<file path="src/rtl/qspi_flash_reader.sv">
// qspi_flash_reader: issues a Quad Output Fast Read (0x6B) and streams the returned
// bytes over a valid/ready interface. When the sink is slow, the flash clock stalls.
// Ports:
//   clk_in_clk, reset_reset_n  clock, synchronous active-low reset
//   start, addr, len           request (sampled in IDLE), 24-bit address, byte count
//   busy, done                 transfer in progress, one-cycle completion pulse
//   rd_data, rd_valid, rd_ready  byte stream (valid/ready)
//   qspi_dclk, qspi_ncs        flash clock (mode 0) and chip select
//   qspi_data_o/_oe/_i         quad data pad drive, enable and sample
// DUMMY_CYCLES must be at least 1 and CLK_DIV at least 1.
module qspi_flash_reader #(
    parameter int unsigned CLK_DIV      = 2,
    parameter int unsigned DUMMY_CYCLES = 8,
    parameter int unsigned LEN_W        = 16
) (
    input  logic             clk_in_clk,
    input  logic             reset_reset_n,
    input  logic             start,
    input  logic [23:0]      addr,
    input  logic [LEN_W-1:0] len,
    output logic             busy,
    output logic             done,
    output logic [7:0]       rd_data,
    output logic             rd_valid,
    input  logic             rd_ready,
    output logic             qspi_dclk,
    output logic             qspi_ncs,
    output logic [3:0]       qspi_data_o,
    output logic [3:0]       qspi_data_oe,
    input  logic [3:0]       qspi_data_i
);

    localparam int unsigned CNT_W  = 16;
    localparam int unsigned DIV_W  = 16;
    localparam logic [7:0]  CMD_OP = 8'h6B;

    typedef enum logic [2:0] {S_IDLE, S_CMD, S_ADDR, S_DUMMY, S_DATA, S_FINISH} state_t;

    state_t             state_q, state_d;
    logic [DIV_W-1:0]   div_q, div_d;
    logic [CNT_W-1:0]   cnt_q, cnt_d;
    logic [30:0]        sr_q, sr_d;
    logic [LEN_W-1:0]   rem_q, rem_d;
    logic [7:0]         cap_q, cap_d;
    logic [7:0]         rd_data_q, rd_data_d;
    logic               rd_valid_q, rd_valid_d;
    logic               busy_q, busy_d;
    logic               done_q, done_d;
    logic               dclk_q, dclk_d;
    logic               ncs_q, ncs_d;
    logic [3:0]         dout_q, dout_d;
    logic [3:0]         oe_q, oe_d;

    logic active_c, stall_c, run_c, tick_c, rise_c, fall_c, hs_c, finish_go_c;

    assign busy         = busy_q;
    assign done         = done_q;
    assign rd_data      = rd_data_q;
    assign rd_valid     = rd_valid_q;
    assign qspi_dclk    = dclk_q;
    assign qspi_ncs     = ncs_q;
    assign qspi_data_o  = dout_q;
    assign qspi_data_oe = oe_q;

    // A new byte may only begin once the previous one has left the holding register,
    // so the stall is taken with dclk low at the start of a byte.
    assign active_c    = (state_q == S_CMD) || (state_q == S_ADDR) ||
                         (state_q == S_DUMMY) || (state_q == S_DATA);
    assign hs_c        = rd_valid_q && rd_ready;
    assign stall_c     = (state_q == S_DATA) && !dclk_q && (cnt_q == '0) &&
                         rd_valid_q && !rd_ready;
    assign run_c       = active_c && !stall_c;
    assign tick_c      = run_c && (div_q == DIV_W'(CLK_DIV - 1));
    assign rise_c      = tick_c && !dclk_q;
    assign fall_c      = tick_c && dclk_q;
    assign finish_go_c = (state_q == S_FINISH) && (cnt_q >= CNT_W'(2 * CLK_DIV - 1)) &&
                         !rd_valid_q;

    // State and datapath registers.
    always_ff @(posedge clk_in_clk) begin
        if (!reset_reset_n) begin
            state_q    <= S_IDLE;
            div_q      <= '0;
            cnt_q      <= '0;
            sr_q       <= '0;
            rem_q      <= '0;
            cap_q      <= '0;
            rd_data_q  <= '0;
            rd_valid_q <= 1'b0;
            busy_q     <= 1'b0;
            done_q     <= 1'b0;
            dclk_q     <= 1'b0;
            ncs_q      <= 1'b1;
            dout_q     <= '0;
            oe_q       <= '0;
        end else begin
            state_q    <= state_d;
            div_q      <= div_d;
            cnt_q      <= cnt_d;
            sr_q       <= sr_d;
            rem_q      <= rem_d;
            cap_q      <= cap_d;
            rd_data_q  <= rd_data_d;
            rd_valid_q <= rd_valid_d;
            busy_q     <= busy_d;
            done_q     <= done_d;
            dclk_q     <= dclk_d;
            ncs_q      <= ncs_d;
            dout_q     <= dout_d;
            oe_q       <= oe_d;
        end
    end

    // Next-state logic.
    always_comb begin
        state_d = state_q;
        case (state_q)
            S_IDLE:   if (start && (len != '0)) state_d = S_CMD;
            S_CMD:    if (fall_c && (cnt_q == CNT_W'(7))) state_d = S_ADDR;
            S_ADDR:   if (fall_c && (cnt_q == CNT_W'(23))) state_d = S_DUMMY;
            S_DUMMY:  if (fall_c && (cnt_q == CNT_W'(DUMMY_CYCLES - 1))) state_d = S_DATA;
            S_DATA:   if (fall_c && (cnt_q == CNT_W'(2)) && (rem_q == LEN_W'(1)))
                          state_d = S_FINISH;
            S_FINISH: if (finish_go_c) state_d = S_IDLE;
            default:  state_d = S_IDLE;
        endcase
    end

    // Output and datapath next values.
    always_comb begin
        div_d      = div_q;
        cnt_d      = cnt_q;
        sr_d       = sr_q;
        rem_d      = rem_q;
        cap_d      = cap_q;
        rd_data_d  = rd_data_q;
        rd_valid_d = rd_valid_q;
        busy_d     = busy_q;
        done_d     = 1'b0;
        dclk_d     = dclk_q;
        ncs_d      = ncs_q;
        dout_d     = dout_q;
        oe_d       = oe_q;

        if (hs_c) rd_valid_d = 1'b0;
        if (tick_c) dclk_d = ~dclk_q;

        // Divider is frozen while stalled and cleared whenever the bus is idle.
        if (!active_c) div_d = '0;
        else if (run_c) div_d = tick_c ? '0 : div_q + DIV_W'(1);

        case (state_q)
            S_IDLE: begin
                if (start) begin
                    if (len != '0) begin
                        sr_d   = {CMD_OP[6:0], addr};
                        rem_d  = len;
                        busy_d = 1'b1;
                        ncs_d  = 1'b0;
                        dout_d = {3'b000, CMD_OP[7]};
                        oe_d   = 4'b0001;
                        cnt_d  = '0;
                    end else begin
                        done_d = 1'b1;
                    end
                end
            end
            S_CMD, S_ADDR: begin
                // Command then address leave one bit per falling tick on IO0.
                if (fall_c) begin
                    sr_d   = {sr_q[29:0], 1'b0};
                    dout_d = {3'b000, sr_q[30]};
                    cnt_d  = (state_d != state_q) ? '0 : cnt_q + CNT_W'(1);
                    if (state_d == S_DUMMY) begin
                        dout_d = '0;
                        oe_d   = '0;
                    end
                end
            end
            S_DUMMY: begin
                if (fall_c) cnt_d = (state_d != state_q) ? '0 : cnt_q + CNT_W'(1);
            end
            S_DATA: begin
                // cnt: 0 = before high nibble, 1 = before low nibble, 2 = byte complete.
                if (rise_c) begin
                    if (cnt_q == '0) cap_d[7:4] = qspi_data_i;
                    else             cap_d[3:0] = qspi_data_i;
                    cnt_d = cnt_q + CNT_W'(1);
                end
                if (fall_c && (cnt_q == CNT_W'(2))) begin
                    rd_data_d  = cap_q;
                    rd_valid_d = 1'b1;
                    rem_d      = rem_q - LEN_W'(1);
                    cnt_d      = '0;
                    if (state_d == S_FINISH) ncs_d = 1'b1;
                end
            end
            S_FINISH: begin
                // cnt measures ncs-high time before done may pulse.
                if (cnt_q < CNT_W'(2 * CLK_DIV - 1)) cnt_d = cnt_q + CNT_W'(1);
                if (finish_go_c) begin
                    done_d = 1'b1;
                    busy_d = 1'b0;
                    cnt_d  = '0;
                end
            end
            default: ;
        endcase
    end

endmodule

</file>
<file path="config.mk">
export PLATFORM = sky130hd
export DESIGN_NAME = qspi_flash_reader
export DESIGN_NICKNAME = d
export VERILOG_FILES = /design/src/rtl/qspi_flash_reader.sv
export SDC_FILE = /design/constraint.sdc
export NUM_CORES = 1
export LEC_CHECK = 0
export BUFFER_PORTS_ARGS = -buffer_cell sky130_fd_sc_hd__clkbuf_2
export CORE_ASPECT_RATIO = 0.5
export CORE_MARGIN = 2
export CORE_UTILIZATION = 45
export CTS_BUF_LIST = sky130_fd_sc_hd__clkbuf_8
export CTS_CLUSTER_SIZE = 12
export DETAILED_ROUTE_END_ITERATION = 6
export PLACE_DENSITY = 0.78
export SLEW_MARGIN = 5
export SYNTH_ARGS = -nofsm -noshare
export SYNTH_HDL_FRONTEND = slang
export SYNTH_SLANG_ARGS = --single-unit
</file>
<file path="constraint.sdc">
create_clock -name clk_in_clk -period 2.5 [get_ports clk_in_clk]
set_input_delay 0.375 -clock clk_in_clk [delete_from_list [all_inputs] [get_ports clk_in_clk]]
set_output_delay 0.375 -clock clk_in_clk [all_outputs]
set_load 0.01 [all_outputs]
</file>
Word level (Yosys, flattened, before mapping):

Index checks and enable logic that the tools add are counted.

* bits in registers: 111
* input port bits: 48
* output and inout bits: 21
* logic and storage cells: 138

* $add $sub $neg: 3
* $lt $le $gt $ge: 2
* eq/ne operators: 23
* mux-type cells: 51
* bitwise logic cells: 2
* reduce and logical (&&, ||, !) cells: 42

Operator list (number)
* $mux 16: 12
* $mux 31: 3
* $pmux 16 s4: 1
* $pmux 31 s2: 1
* $add 16x1->16 const B: 2
* $eq 16x1->1 const B: 2
* $pmux 16 s2: 1
* $mux 4: 7
* $mux 3: 6
* $pmux 3 s6: 1
* $eq 16x2->1 const B: 1
* $eq 16x3->1 const B: 1
* $eq 16x5->1 const B: 1
* $ge 16x2->1 const B: 1
* $logic_and 1x1->1: 16
* $logic_not 16->1: 1
* $lt 16x2->1 const B: 1
* $pmux 4 s2: 2
* $reduce_bool 16->1: 1
* $sub 16x1->16 const B: 1
* $mux 1: 14
* $reduce_and 4->1: 3
* $ne 2x2->1 const B: 5
* $reduce_and 5->1: 2
* 18 further kinds: 37

Depth between registers and ports, before layout:

* depth after elaboration: 17
* depth in mapped cells: 12
* mapped depth without buffers: 9

Worst setup path before layout:

No wires, ideal clock.

* kind: flip-flop to flip-flop
* start point: reg cnt_q[0]
* end point: reg rem_q[12]
* library setup time: 115 ps
* arrival: 2245 ps
* data required time: 2385 ps
* path slack: 141 ps
* cell stages (with the launch flop): 12
* buffers on the path: 2
* clock period less this slack: 2359 ps
* path through: dfxtp_1 -> inv_1 -> ha_1 -> or4bb_1 -> nor4_1 -> and3_1 -> buf_4 -> nor2_2 -> buf_6 -> o21ai_0 -> o21ai_1 -> and2_1

* longest elaborated chain between the ends: 11
* elaborated cells on any way between the ends: 12
* classes of those cells: 2 x eq/ne; 10 x reduce/logical

RTL lines
* start: declaration: RTL line 41 `logic [CNT_W-1:0] cnt_q, cnt_d;`
* start signal: assignment: RTL line 99 `cnt_q <= cnt_d;`
* $logic_not 16->1: RTL line 70 `assign stall_c = (state_q == S_DATA) && !dclk_q && (cnt_q == '0) &&`
* $logic_and 1x1->1 (2 in series): RTL line 70
* $logic_and 1x1->1: RTL line 71 `rd_valid_q && !rd_ready;`
* $logic_not 1->1: RTL line 72 `assign run_c = active_c && !stall_c;`
* $logic_and 1x1->1: RTL line 72
* $logic_and 1x1->1: RTL line 73 `assign tick_c = run_c && (div_q == DIV_W'(CLK_DIV - 1));`
* $logic_and 1x1->1: RTL line 75 `assign fall_c = tick_c && dclk_q;`
* $logic_and 1x1->1 (*): RTL line 190 `if (fall_c && (cnt_q == CNT_W'(2))) begin`
* $ne 2x1->1 (no line) (*)
* $reduce_and 4->1 (no line) (*)
* end signal: assignment: RTL line 101 `rem_q <= rem_d;`
* end: declaration: RTL line 43 `logic [LEN_W-1:0] rem_q, rem_d;`

Mark *: on every way between the ends. The rest lies on a longest branch, timed or not.
A chain may end at the register's enable or synchronous reset.

Worst setup path in the final report:

* start point: reg cnt_q[8]
* end point: reg cnt_q[1]

* longest elaborated chain between the ends: 16
* elaborated cells on any way between the ends: 36
* classes of those cells: 2 x order compare; 7 x eq/ne; 11 x mux; 16 x reduce/logical

RTL lines
* parallel branches: the longest is 16 deep, another holds $ge 16x2->1

Several ways; the timed one is not identified. The select of a mux whose other input is x is not followed.

==> flow_metrics.tcl <==
set metrics [dict create \
    status "completed" \
    ys_seq_area_share_pct 38.0 \
    register_area_sq_um 2110 \
    drive_gt1_share_pct 23.2 \
    grt_pass1_vias 4475 \
    syn-cell-area_sq_um 5540 \
    synthArstFlopShare_pct 0 \
    hold_start "addr[0]" \
    setup_viol 0 \
    die_w_um 161 \
    placed_cells 856 \
    grt_usage_pct 19.1 \
    multi_input_area_sq_um 3260 \
    h-tree-depth 3 \
    yosysUniqueCellTypes 62 \
    hp-class "primary input to flip-flop" \
    avgViaCountPerCell 5.66 \
    reg2reg_from "cnt_q[8]$_SDFFE_PN0P_" \
    powerDensity_nw_per_um2 510 \
    preCtsSetupSlack_ns -0.0221 \
    grt_antenna_before_repair 0 \
    fp.dieH_um 82.4 \
    syn_to_final_growth_pct 17.5 \
    nets 764 \
    wl_per_cell_um 14.7 \
    core_area_sq_um 11900 \
    power.leakage_nw 2.74 \
    clk_pin_slew_worst_paths_ns 0.10 \
    cts_hold_buf 0 \
    holdWs_ns 0.262 \
    fin_cells 879 \
    final_hold_viol_count 0 \
    diodes 0 \
    numClockSinks 105 \
    cp.arrival_ns 2.74 \
    initialDrtViolationCount 311 \
    synth-edff-count 0 \
    vias 4973 \
    port_buffers 62 \
    layout_common_cells "dfxtp_1 (102), clkbuf_2 (62), nand2_1 (60), nor2_1 (52), buf_4 (40)" \
    maxSlewHeadroom_pct 61.5 \
    fin_tns_setup_ns 0 \
    num-fill-cells 1072 \
    ir_worst_vdd_mv 0.331 \
    r2r_slack_ns 0.03 \
    syn_inst 638 \
    syn_area_per_cell_sq_um 8.68 \
    crit_fanout 6 \
    grt_max_degree 66 \
    synth-seq-cells 105 \
    yosys_warnings 0 \
    antenna_left 0 \
    tightest_slew_ns 0.578 \
    crit_required_ns 2.78 \
    worst_r2r_endpoint "cnt_q[1]$_SDFFE_PN0P_" \
    start_kind "flip-flop" \
    drv_slew 0 \
    wl_mm 12.9 \
    final_common_cell "dfxtp_1" \
    fp-row-count 28 \
    rsz0062_at_grt "yes" \
    gp_congestion 0.870 \
    critPathKind "flip-flop to flip-flop" \
    max_clock_freq_mhz 405 \
    clock_skew_ns 0.0141 \
    initial_utilization_pct 46.5 \
    grt_overflow 0 \
    cts_max_path_buffers 2 \
    dr.pass1.iters 5 \
    whs_path_depth 3 \
    die_area_sq_um 13300 \
    grt_pass1_wl_mm 20.8 \
    holdPathEnd "sr_q[0]$_SDFFE_PN0P_" \
    end_kind "flip-flop" \
    io-pin-count 69 \
    startpoint "cnt_q[8]$_SDFFE_PN0P_" \
    cap_violations 0 \
    ys.flop_type "dfxtp_1" \
    layout_min_cycle_time_ns 2.47 \
    timing.final.crit_share_pct 98.7 \
    rr_worst_depth 8 \
    dp_hpwl_mm 8.81 \
    p_total_w 0.00332 \
    root_buffer "clkbuf_8" \
    drc 0 \
    clk_latency_ns 0.39 \
    cts_buffers 9 \
    cts_tree "done" \
    fin_ws_ns 0.0335 \
]
## worst max-delay path by stage
stage,to,slack (ns),cells past startpoint
floorplan,rem_q[12]$_SDFFE_PN0P_,0.14,11
global placement,cnt_q[9]$_SDFFE_PN0P_,0.09,8
detailed placement,cnt_q[11]$_SDFFE_PN0P_,-0.02,8
CTS,cnt_q[11]$_SDFFE_PN0P_,0.002,7
global route,cnt_q[1]$_SDFFE_PN0P_,-0.06,9
finish,cnt_q[1]$_SDFFE_PN0P_,0.03,8
## flip-flops by register name (all words and copies together) (netlist names)
name,flops
sr_q,31
cnt_q,16
div_q,16
rem_q,16
cap_q,8
rd_data,8
state_q,3
busy,1
done,1
qspi_data_o,1
qspi_data_oe,1
qspi_dclk,1
qspi_ncs,1
rd_valid,1
## cell families after synthesis
kind of cell | share of synthesized area [%]
other | 0.0677
adder cells (fa/ha/maj) | 1.58
buffers and inverters | 5.36
flip-flops | 38.0
AO/OA/AOI/OAI | 19.2
AND/OR/NAND/NOR | 26.1
XOR/XNOR | 2.69
multiplexers | 7.05
## power by group
group | internal, W | total (W) | switching, W
combinational | 0.000222 | 0.000478 | 0.000256
sequential | 0.00174 | 0.00179 | 0.0000506
clock | 0.000411 | 0.00105 | 0.000637
## per-layer routing
layer | vias to the layer above | global-route usage, % | wire length (um)
li1 | 2450 | - | -
met5 | - | 0 | 0
met3 | 26 | 4.60 | 625
met2 | 119 | 31.7 | 6030
met4 | 0 | 7.77 | 265
met1 | 2378 | 24.3 | 5960
## timing repair
| item | in CTS | in global routing |
|---|---|---|
| pin swaps | 3 | 15 |
| cloned | 0 | 2 |
| endpoints found under the setup margin | 4 | 42 |
| gates resized for setup | 4 | 31 |
| setup buffers | 2 | 3 |
## cell type report
class / count / area share, %
multi-input cells: 475 / 50.1
flip-flops and latches: 105 / 32.4
repair buffers: 107 / 10.8
well taps: 165 / 3.17
clock buffers: 10 / 2.12
clock inverters: 6 / 0.865
inverters: 11 / 0.635
## worst max-delay path: stages (launching register included)
cell and delay [ns]:
dfxtp_2 0.33, or4_4 0.61, nor4_4 0.35, nand4_1 0.17
a31oi_2 0.24, o21a_4 0.20, nor2b_2 0.07, buf_4 0.16
a31o_2 0.24
## stage by stage
step           area (sq um)  utilization [%]
2_1_floorplan          5550                -
3_3_place_gp           6150             51.6
3_5_place_dp           6150             51.6
4_1_cts                6370             53.5
5_1_grt                6510             54.6
6_report               6510             54.6
## synthesized netlist by cell type (all sizes together) (7+ instances only)
master,instances,area (sq um)
dfxtp,105,2100
nand2,60,225
nor2,54,208
mux2i,39,390
o21ai,39,195
clkbuf,31,116
nor2b,29,181
o211a,26,260
a21oi,23,126
buf,21,139
nor4,21,150
xnor2,16,140
nand3,15,75.1
nor3,15,86.3
a32o,13,130
and3,13,81.3
and3b,12,105
inv,11,41.3
nand4,9,62.6
ha,7,87.6
Note: power is estimated with default switching activity, not from simulation.
